## config.mk

```make
export PLATFORM = sky130hd
export DESIGN_NAME = pilot_sched_ctrl
export DESIGN_NICKNAME = d
export VERILOG_FILES = /design/src/rtl/pilot_sched_pkg.sv /design/src/rtl/pilot_index_dec.sv /design/src/rtl/pilot_sched_ctrl.sv
export SDC_FILE = /design/constraint.sdc
export NUM_CORES = 1
export LEC_CHECK = 0
export CORE_ASPECT_RATIO = 1.2
export CORE_UTILIZATION = 51
export DETAILED_ROUTE_END_ITERATION = 10
export HOLD_SLACK_MARGIN = 0.05
export PLACE_DENSITY = 0.88
export SYNTH_ARGS = -nofsm -noshare
export SYNTH_HDL_FRONTEND = slang
export SYNTH_HIERARCHICAL = 1
export SYNTH_SLANG_ARGS = --single-unit
```

## constraint.sdc

```tcl
create_clock -name clk -period 3.7 [get_ports clk]
set_input_delay 1.11 -clock clk [delete_from_list [all_inputs] [get_ports clk]]
set_output_delay 1.11 -clock clk [all_outputs]
set_load 0.02 [all_outputs]
```

## src/rtl/pilot_sched_pkg.sv

```systemverilog
// Receiver-wide constants and types shared by the pilot scheduling logic
// and, later, the equalizer.
package pilot_sched_pkg;

    localparam int Q       = 16;
    localparam int NFFT    = 64;
    localparam int IDX_W   = $clog2(NFFT);
    localparam int P0      = 7;
    localparam int P1      = 21;
    localparam int P2      = 43;
    localparam int P3      = 57;
    localparam int AVG_LAT = 2;
    localparam int LAT_W   = $clog2(AVG_LAT + 1);

    typedef enum logic [1:0] {
        ST_IDLE  = 2'd0,
        ST_RUN   = 2'd1,
        ST_WAIT  = 2'd2,
        ST_FLUSH = 2'd3
    } sched_state_e;

endpackage

```

## src/rtl/pilot_index_dec.sv

```systemverilog
// Combinational decoder: bin index -> pilot flag and pilot slot (0..3).
module pilot_index_dec
    import pilot_sched_pkg::*;
(
    input  logic [IDX_W-1:0] idx,
    output logic             is_pilot,
    output logic [1:0]       pilot_slot
);

    always_comb begin
        is_pilot   = 1'b0;
        pilot_slot = 2'd0;
        if (idx == IDX_W'(P0)) begin
            is_pilot   = 1'b1;
            pilot_slot = 2'd0;
        end else if (idx == IDX_W'(P1)) begin
            is_pilot   = 1'b1;
            pilot_slot = 2'd1;
        end else if (idx == IDX_W'(P2)) begin
            is_pilot   = 1'b1;
            pilot_slot = 2'd2;
        end else if (idx == IDX_W'(P3)) begin
            is_pilot   = 1'b1;
            pilot_slot = 2'd3;
        end
    end

endmodule

```

## src/rtl/pilot_sched_ctrl.sv

```systemverilog
// Steers FFT bins to the pilot averager or the equalizer data path and keeps
// the averager's modulo-4 pilot grouping aligned across aborted symbols.
module pilot_sched_ctrl
    import pilot_sched_pkg::*;
(
    input  logic                clk,
    input  logic                rst_n,
    input  logic                sym_start,
    input  logic                in_valid,
    input  logic [Q-1:0]        in_r,
    input  logic [Q-1:0]        in_i,
    output logic                pilot_en,
    output logic [Q-1:0]        pilot_r,
    output logic [Q-1:0]        pilot_i,
    output logic                data_valid,
    output logic [Q-1:0]        data_r,
    output logic [Q-1:0]        data_i,
    output logic [IDX_W-1:0]    data_idx,
    output logic                coef_valid,
    output logic                sym_done,
    output logic                abort_err
);

    sched_state_e      state_q, state_d;
    logic [IDX_W-1:0]  bin_cnt_q, bin_cnt_d;
    logic [1:0]        pilot_cnt_q, pilot_cnt_d;
    logic [LAT_W-1:0]  wait_cnt_q, wait_cnt_d;
    logic [LAT_W-1:0]  coef_cnt_q, coef_cnt_d;
    logic              skid_vld_q, skid_vld_d;
    logic [Q-1:0]      skid_r_q, skid_r_d, skid_i_q, skid_i_d;
    logic              pilot_en_q, pilot_en_d;
    logic [Q-1:0]      pilot_r_q, pilot_r_d, pilot_i_q, pilot_i_d;
    logic              data_valid_q, data_valid_d;
    logic [Q-1:0]      data_r_q, data_r_d, data_i_q, data_i_d;
    logic [IDX_W-1:0]  data_idx_q, data_idx_d;
    logic              coef_valid_q, coef_valid_d;
    logic              sym_done_q, sym_done_d;
    logic              abort_err_q, abort_err_d;

    logic              start;
    logic              route_go;
    logic [IDX_W-1:0]  route_idx;
    logic [Q-1:0]      route_r, route_i;
    logic              restart;
    logic              pad;
    logic              is_pilot;
    logic [1:0]        pilot_slot;

    assign start = in_valid & sym_start;

    // Pick which bin (if any) is routed this cycle, and whether a padding pilot goes out.
    always_comb begin
        route_go  = 1'b0;
        route_idx = '0;
        route_r   = in_r;
        route_i   = in_i;
        restart   = 1'b0;
        pad       = 1'b0;
        case (state_q)
            ST_IDLE, ST_WAIT: begin
                if (start) begin
                    route_go = 1'b1;
                end
            end
            ST_RUN: begin
                if (in_valid) begin
                    if (sym_start && (bin_cnt_q != '0)) begin
                        restart = 1'b1;
                        if (pilot_cnt_q == 2'd0) begin
                            route_go = 1'b1;
                        end else begin
                            pad = 1'b1;
                        end
                    end else begin
                        route_go  = 1'b1;
                        route_idx = bin_cnt_q + IDX_W'(1);
                    end
                end
            end
            ST_FLUSH: begin
                if (pilot_cnt_q != 2'd0) begin
                    pad = 1'b1;
                end else if (skid_vld_q) begin
                    route_go = 1'b1;
                    route_r  = skid_r_q;
                    route_i  = skid_i_q;
                end
            end
            default: ;
        endcase
    end

    pilot_index_dec u_dec (
        .idx        (route_idx),
        .is_pilot   (is_pilot),
        .pilot_slot (pilot_slot)
    );

    always_comb begin
        state_d      = state_q;
        bin_cnt_d    = bin_cnt_q;
        pilot_cnt_d  = pilot_cnt_q;
        wait_cnt_d   = wait_cnt_q;
        coef_cnt_d   = coef_cnt_q;
        skid_vld_d   = skid_vld_q;
        skid_r_d     = skid_r_q;
        skid_i_d     = skid_i_q;
        pilot_en_d   = 1'b0;
        pilot_r_d    = pilot_r_q;
        pilot_i_d    = pilot_i_q;
        data_valid_d = 1'b0;
        data_r_d     = data_r_q;
        data_i_d     = data_i_q;
        data_idx_d   = data_idx_q;
        coef_valid_d = 1'b0;
        sym_done_d   = 1'b0;
        abort_err_d  = 1'b0;

        // coef_valid is timed from the 4th real pilot, independent of the FSM.
        if (coef_cnt_q != '0) begin
            coef_cnt_d   = coef_cnt_q - LAT_W'(1);
            coef_valid_d = (coef_cnt_q == LAT_W'(1));
        end

        if (state_q == ST_WAIT) begin
            wait_cnt_d = wait_cnt_q - LAT_W'(1);
            if (wait_cnt_q <= LAT_W'(1)) begin
                state_d = ST_IDLE;
            end
        end

        if (restart) begin
            abort_err_d  = 1'b1;
            coef_cnt_d   = '0;
            coef_valid_d = 1'b0;
            bin_cnt_d    = '0;
            skid_vld_d   = pad;
            skid_r_d     = in_r;
            skid_i_d     = in_i;
        end

        if (pad) begin
            pilot_en_d  = 1'b1;
            pilot_r_d   = '0;
            pilot_i_d   = '0;
            pilot_cnt_d = pilot_cnt_q + 2'd1;
            state_d     = ST_FLUSH;
        end

        if (route_go) begin
            state_d    = ST_RUN;
            bin_cnt_d  = route_idx;
            skid_vld_d = 1'b0;
            if (is_pilot) begin
                pilot_en_d  = 1'b1;
                pilot_r_d   = route_r;
                pilot_i_d   = route_i;
                pilot_cnt_d = pilot_cnt_q + 2'd1;
                if ((pilot_cnt_q == 2'd3) && (pilot_slot == 2'd3)) begin
                    coef_cnt_d = LAT_W'(AVG_LAT);
                end
            end else begin
                data_valid_d = 1'b1;
                data_r_d     = route_r;
                data_i_d     = route_i;
                data_idx_d   = route_idx;
            end
            if (route_idx == IDX_W'(NFFT - 1)) begin
                sym_done_d = 1'b1;
                state_d    = ST_WAIT;
                wait_cnt_d = LAT_W'(AVG_LAT);
                bin_cnt_d  = '0;
            end
        end
    end

    always_ff @(posedge clk or negedge rst_n) begin
        if (!rst_n) begin
            state_q      <= ST_IDLE;
            bin_cnt_q    <= '0;
            pilot_cnt_q  <= '0;
            wait_cnt_q   <= '0;
            coef_cnt_q   <= '0;
            skid_vld_q   <= 1'b0;
            skid_r_q     <= '0;
            skid_i_q     <= '0;
            pilot_en_q   <= 1'b0;
            pilot_r_q    <= '0;
            pilot_i_q    <= '0;
            data_valid_q <= 1'b0;
            data_r_q     <= '0;
            data_i_q     <= '0;
            data_idx_q   <= '0;
            coef_valid_q <= 1'b0;
            sym_done_q   <= 1'b0;
            abort_err_q  <= 1'b0;
        end else begin
            state_q      <= state_d;
            bin_cnt_q    <= bin_cnt_d;
            pilot_cnt_q  <= pilot_cnt_d;
            wait_cnt_q   <= wait_cnt_d;
            coef_cnt_q   <= coef_cnt_d;
            skid_vld_q   <= skid_vld_d;
            skid_r_q     <= skid_r_d;
            skid_i_q     <= skid_i_d;
            pilot_en_q   <= pilot_en_d;
            pilot_r_q    <= pilot_r_d;
            pilot_i_q    <= pilot_i_d;
            data_valid_q <= data_valid_d;
            data_r_q     <= data_r_d;
            data_i_q     <= data_i_d;
            data_idx_q   <= data_idx_d;
            coef_valid_q <= coef_valid_d;
            sym_done_q   <= sym_done_d;
            abort_err_q  <= abort_err_d;
        end
    end

    assign pilot_en   = pilot_en_q;
    assign pilot_r    = pilot_r_q;
    assign pilot_i    = pilot_i_q;
    assign data_valid = data_valid_q;
    assign data_r     = data_r_q;
    assign data_i     = data_i_q;
    assign data_idx   = data_idx_q;
    assign coef_valid = coef_valid_q;
    assign sym_done   = sym_done_q;
    assign abort_err  = abort_err_q;

endmodule

```

==> reports/metrics.cfg, run 1 <==
[routing]
wl_per_cell_um = 23.4
postRouteAntennaNets = 0
detail_route.drc_violations = 0
firstDrtPassIters = 6
drtIter0Drc = 440
via_per_inst = 6.52
drt-total-wl_mm = 16.2
vias = 4524

[synth]
syn-num-nets = 462
synth_area_mm2 = 0.00536
syn_avg_cell_area_um2 = 12.7
ys_ff_latch = 122
yosysWarnings = 6
synthCells = 421
synth_edf_count = 0
ys_seq_area_share_pct = 56.9
synthFlopType = dfrtp_1
ys_async_sr_fraction_pct = 100
synth_cell_types = 49

[floorplanning]
coreArea_mm2 = 0.0101
die-area_mm2 = 0.0109
num_rows = 40
io_pins = 111
dieHeight_um = 114
die_w_um = 95.6
initial_core_util_pct = 53.1

[power]
pwr_density_cell_mw_per_mm2 = 808
total_power_mw = 6.05
p_leak_nw = 3.38
ir_worst_vdd_mv = 0.456

[flow_run]
drv_cap = 0

[sta]
worstMarginPinSlew_ns = 0.640
period_needed_ns = 3.35
finalMaxSlewViolations = 0
relSlewSlack_pct = 57.1
finClkSkew_ns = 0.00791
fmax_ghz = 0.298
finalCritPeriodShare_pct = 90.6
finalHoldViolations = 0
hold_ws_ns = 0.482
finalSetupViolations = 0
rsz0062_at_grt = no

[global_routing]
grt_max_degree = 78
grt_pass1_vias = 4584
antenna_found_initial = 0
grtUsageTotal_pct = 30.2
grt_pass1_wl_mm = 24.4
gr-total-overflow = 0

[cells_and_area]
final_cell_mix = dfrtp_1, clkdlybuf4s50_1, a31oi_1, mux2_2, mux2i_1
final_layout_size_suffix_gt1_share_pct = 22.0
syn_to_final_growth_pct = 39.7
layout_commonest_cell = dfrtp_1
nets = 596
final_core_util_pct = 74.1
fin_area_mm2 = 0.00749
n_antenna_cell = 0

[worst_setup_path]
slowest_delay_ns = 0.43
required_ns = 3.99
critPathKind = primary input to flop
arrival_ns = 3.64
slowest_stage = o22ai_4
start_kind = primary input
crit_chain = dlymetal6s2s_1, nor4bb_4, a21oi_4, nor2_1, or3b_4, a211oi_2, buf_4, inv_2, a311oi_2, buf_4, o22ai_4, mux2_2
cp_max_fo = 8
r2r_cells = 11
cp_common_cell = buf_4
cp-end-kind = flop

[clock_tree]
clockBufferDepth = 2
tritoncts = yes
postCtsSetupBuffers = 0
cts_inserted_buffers = 17
clock_sinks = 122
cts_hold_buf = 0
h-tree-depth = 4
root_buffer = clkbuf_16
clk_latency_ns = 0.41
cts.clk_slew.worst_paths_ns = 0.06

[placed_design]
io_buffers = 110
hpwlAfterDp_mm = 9.44
globalplace.congestion = 0.891
place_area_mm2 = 0.00677

[worst_hold_path]
hold_depth = 1
hold_path.class = flop to flop

[status]
status = finished, final reports clean

[kinds of logic (layout without fill, tap and decap cells)]
kind of cell / count (synthesis) / in the layout / share of synthesized area [%]
AOI/OAI and AO/OA: 125 / 125 / 17.5
DFF: 122 / 122 / 56.9
muxes: 71 / 71 / 14.1
buffers and inverters: 48 / 195 / 4.32
and+or+nand+nor: 44 / 44 / 5.02
xor gates and xnor gates: 6 / 6 / 0.980
adders and majority gates: 5 / 5 / 1.17
[final cells by class]
type	instances	area (µm²)
Sequential cell	122	3050
Fill cell	619	2620
Multi-Input combinational cell	251	2170
Timing Repair Buffer	148	1500
Clock buffer	25	495
Tap cell	126	158
Clock inverter	7	65.1
Inverter	15	56.3
[flip-flops by register name, summed over array words and instances (netlist names), 6 cells and up]
signal	count
bin_cnt_q	6
data_i	16
data_idx	6
data_r	16
pilot_i	16
pilot_r	16
skid_i_q	16
skid_r_q	16
[cell usage after synthesis, types with 2 or more instances]
cell type	count	area share (%)
buf_2	11	1.0
clkbuf_1	13	0.91
buf_6	3	0.63
a32o_1	5	0.93
nand2_1	6	0.42
o21ai_0	5	0.47
nor3b_1	2	0.28
o2bb2ai_1	32	5.2
inv_1	15	1.0
a211oi_1	3	0.42
dfrtp_1	122	57
nand3_2	2	0.37
nor2b_1	3	0.35
nor2_1	8	0.56
a21oi_1	3	0.28
a31oi_1	64	7.5
buf_4	4	0.56
buf_1	2	0.14
ha_1	5	1.2
nor3_1	3	0.28
nand3_1	6	0.56
mux2i_1	33	6.2
nor4bb_1	2	0.37
and2_1	3	0.35
xor2_1	2	0.33
mux2_2	37	7.8
xnor2_1	4	0.65
nand2b_1	2	0.23
[report_power, final]
group | switching [mW] | total [mW] | internal (mW)
logic | 1.24 | 2.41 | 1.18
registers | 0.317 | 2.07 | 1.76
clock network | 0.576 | 1.57 | 0.989
total | 2.13 | 6.05 | 3.92
[worst max-delay path, delay by kind of cell]
kind | cells | cell delay, ns
AND/OR/NAND/NOR | 3 | 0.91
AO/OA/AOI/OAI | 4 | 0.64
buffers and inverters | 4 | 0.56
multiplexers | 1 | 0.41
[path summary, 6_finish.rpt]
kind | from | slack [ns] | end
worst min-delay path | coef_cnt_q[1] | 0.48 | coef_valid
worst max-delay path | sym_start | 0.35 | pilot_cnt_q[1]
min in group asynchronous | rst_n | 0.70 | wait_cnt_q[1]
worst min register to register | coef_cnt_q[1] | 0.48 | coef_valid
max in group asynchronous | rst_n | 2.18 | bin_cnt_q[5]
worst max register to register | state_q[0] | 0.36 | pilot_cnt_q[1]
[stage by stage]
stage	setup WS [ns]	instances	setup TNS [ns]
6_report	0.348	694	0
5_1_grt	0.221	694	0
3_5_place_dp	-0.404	658	-18.58
3_3_place_gp	-0.357	658	-15.31
4_1_cts	0.0415	690	0
2_1_floorplan	0.278	421	0
[routing by layer]
layer,routed length (µm),track usage (%)
met1,5930,36.2
met2,8350,49.5
met3,1170,7.64
met4,794,16.5
met5,0,0
[what timing repair did]
item,CTS,global route
gates cloned,0,4
endpoints found under the setup margin,34,42
resized for setup,6,8
pin swaps,0,6
No activity file was read; power rests on OpenSTA's default activity.
==> run 2: changes to the inputs <==
--- a/config.mk
+++ b/config.mk
@@ -9,7 +9,7 @@
 export CORE_UTILIZATION = 51
 export DETAILED_ROUTE_END_ITERATION = 10
 export HOLD_SLACK_MARGIN = 0.05
-export PLACE_DENSITY = 0.88
+export PLACE_DENSITY_LB_ADDON = 0.25
 export SYNTH_ARGS = -nofsm -noshare
 export SYNTH_HDL_FRONTEND = slang
 export SYNTH_HIERARCHICAL = 1
==> run 2 against run 1 <==
Net effect: final cell count fell by 1.2%; die area unchanged; worst setup slack got worse by 0.20 ns; fmax is 5.6% lower; sequential cell count is the same; critical path type unchanged; highest routed layer unchanged; utilization is 1.5 points lower.
==> reports/metrics.cfg, run 2 (synthesis results as in run 1) <==
[floorplanning]
die-area_mm2 = 0.0109
coreArea_mm2 = 0.0101
io_pins = 111
initial_core_util_pct = 53.1
dieHeight_um = 114
num_rows = 40
die_w_um = 95.6

[cells_and_area]
final_core_util_pct = 72.6
instances_no_fill = 686
final_cell_mix = dfrtp_1, clkdlybuf4s50_1, a31oi_1, mux2_2, mux2i_1
n_antenna_cell = 0
nets = 589
fillers = 698
syn_to_final_growth_pct = 36.9
layout_commonest_cell = dfrtp_1
final_layout_size_suffix_gt1_share_pct = 20.5

[placed_design]
dp.cells = 655
globalplace.congestion = 0.869
io_buffers = 110
dp_slack_ns = -0.391
hpwlAfterDp_mm = 8.75

[sta]
fmax_ghz = 0.282
finalSetupViolations = 0
rsz0062_at_grt = no
setup_slack_ns = 0.151
finClkSkew_ns = 0.00584
finalCritPeriodShare_pct = 95.9
period_needed_ns = 3.55
finalMaxSlewViolations = 0
relSlewSlack_pct = 48.8
fin_tns_setup_ns = 0
finalHoldViolations = 0
worstMarginPinSlew_ns = 0.767

[global_routing]
grt_pass1_vias = 4216
grt_pass1_wl_mm = 21.3
grt_max_degree = 54
antenna_found_initial = 0
grtUsageTotal_pct = 26.4
gr-total-overflow = 0

[clock_tree]
clk_latency_ns = 0.41
root_buffer = clkbuf_16
h-tree-depth = 4
tritoncts = yes
cts_inserted_buffers = 17
cts.clk_slew.worst_paths_ns = 0.05
clockBufferDepth = 2
clock_sinks = 122
cts_hold_buf = 0

[power]
ir_worst_vdd_mv = 0.418
pwr_density_cell_mw_per_mm2 = 772
p_leak_nw = 3.29
total_power_mw = 5.67

[routing]
wl_per_cell_um = 19.5
vias = 4102
drtIter0Drc = 186
postRouteAntennaNets = 0
drt-total-wl_mm = 13.4
firstDrtPassIters = 4
via_per_inst = 5.98
detail_route.drc_violations = 0

[worst_setup_path]
start_kind = primary input
arrival_ns = 3.83
cp-end-kind = flop
required_ns = 3.98
cp_max_fo = 26
critPathKind = primary input to flop

[worst_hold_path]
hold_path.class = flop to flop

[status]
status = finished, final reports clean

[flow_run]
drv_cap = 0

[run 2: changes by cell type in the layout (fill, tap and decap cells not counted), moves of 2 or more]
cell,previous run,this run
dlymetal6s2s_1,2,0
clkbuf_8,4,2
clkdlybuf4s50_1,107,109
buf_4,31,29
clkbuf_16,20,17
clkinv_2,4,6
[run 2: final timing paths]
| path | from | endpoint | slack [ns] | cells after the start |
|---|---|---|---|---|
| worst max register to register | bin_cnt_q[0] | pilot_i[15] | 0.52 | 13 |
| worst max-delay path | in_valid | pilot_i[15] | 0.15 | 12 |
| min in group asynchronous | rst_n | skid_r_q[12] | 0.68 | 1 |
| worst min register to register | coef_cnt_q[1] | coef_valid | 0.46 | 1 |
| worst min-delay path | coef_cnt_q[1] | coef_valid | 0.46 | 1 |
| max in group asynchronous | rst_n | data_r[10] | 2.21 | 2 |
[run 2: critical path, cell delays in order]
cell and delay [ns]:
clkdlybuf4s50_1 0.50, nor4bb_4 0.33, a21oi_2 0.15, nor2_2 0.16
or3b_1 0.40, a211oi_2 0.25, inv_2 0.08, a311oi_1 0.23
buf_4 0.17, o22ai_4 0.09, buf_12 0.21, o2bb2ai_1 0.13
[run 2: layout make-up]
type / instances / area [µm²] / share of cell area (%)
repair buffers: 141 / 1370 / 18.6
inverters: 15 / 56.3 / 0.767
flip-flops and latches: 122 / 3050 / 41.6
clock inverters: 9 / 97.6 / 1.33
multi-input cells: 251 / 2150 / 29.2
clock buffers: 22 / 464 / 6.32
well taps: 126 / 158 / 2.15
[run 2: metrics by stage]
step	instance area, µm²	hold WS, ns
finish	7340	0.465
global route	7340	0.478
CTS	7300	0.464
detailed placement	6740	0.455
global placement	6740	0.451
floorplan	5360	0.428
[run 2: repair_timing]
action,in CTS,in global routing
endpoints found under the setup margin,2,34
resized for setup,1,7
endpoints found under the hold margin,0,0
pin swaps,0,0
setup buffers,0,0
[run 2: power by group]
group | internal (mW) | switching (mW) | total [mW]
clock | 1.01 | 0.562 | 1.58
combinational | 0.997 | 1.07 | 2.06
sequential | 1.76 | 0.278 | 2.03
total | 3.77 | 1.91 | 5.67
[run 2: layer usage]
metal	global-route usage [%]	share of wire [%]	vias up
li1	-	-	1869
met1	31.5	40	2059
met2	44.0	51	157
met3	8.43	6.6	17
met4	10.8	1.5	0
met5	0	0	-
==> run 3: changes to the inputs <==
--- a/config.mk
+++ b/config.mk
@@ -8,6 +8,7 @@
 export CORE_ASPECT_RATIO = 1.2
 export CORE_UTILIZATION = 51
 export DETAILED_ROUTE_END_ITERATION = 10
+export GPL_ROUTABILITY_DRIVEN = 1
 export HOLD_SLACK_MARGIN = 0.05
 export PLACE_DENSITY_LB_ADDON = 0.25
 export SYNTH_ARGS = -nofsm -noshare
==> results of run 3 <==
Final layout, timing and power as in run 2 (identical DEF).
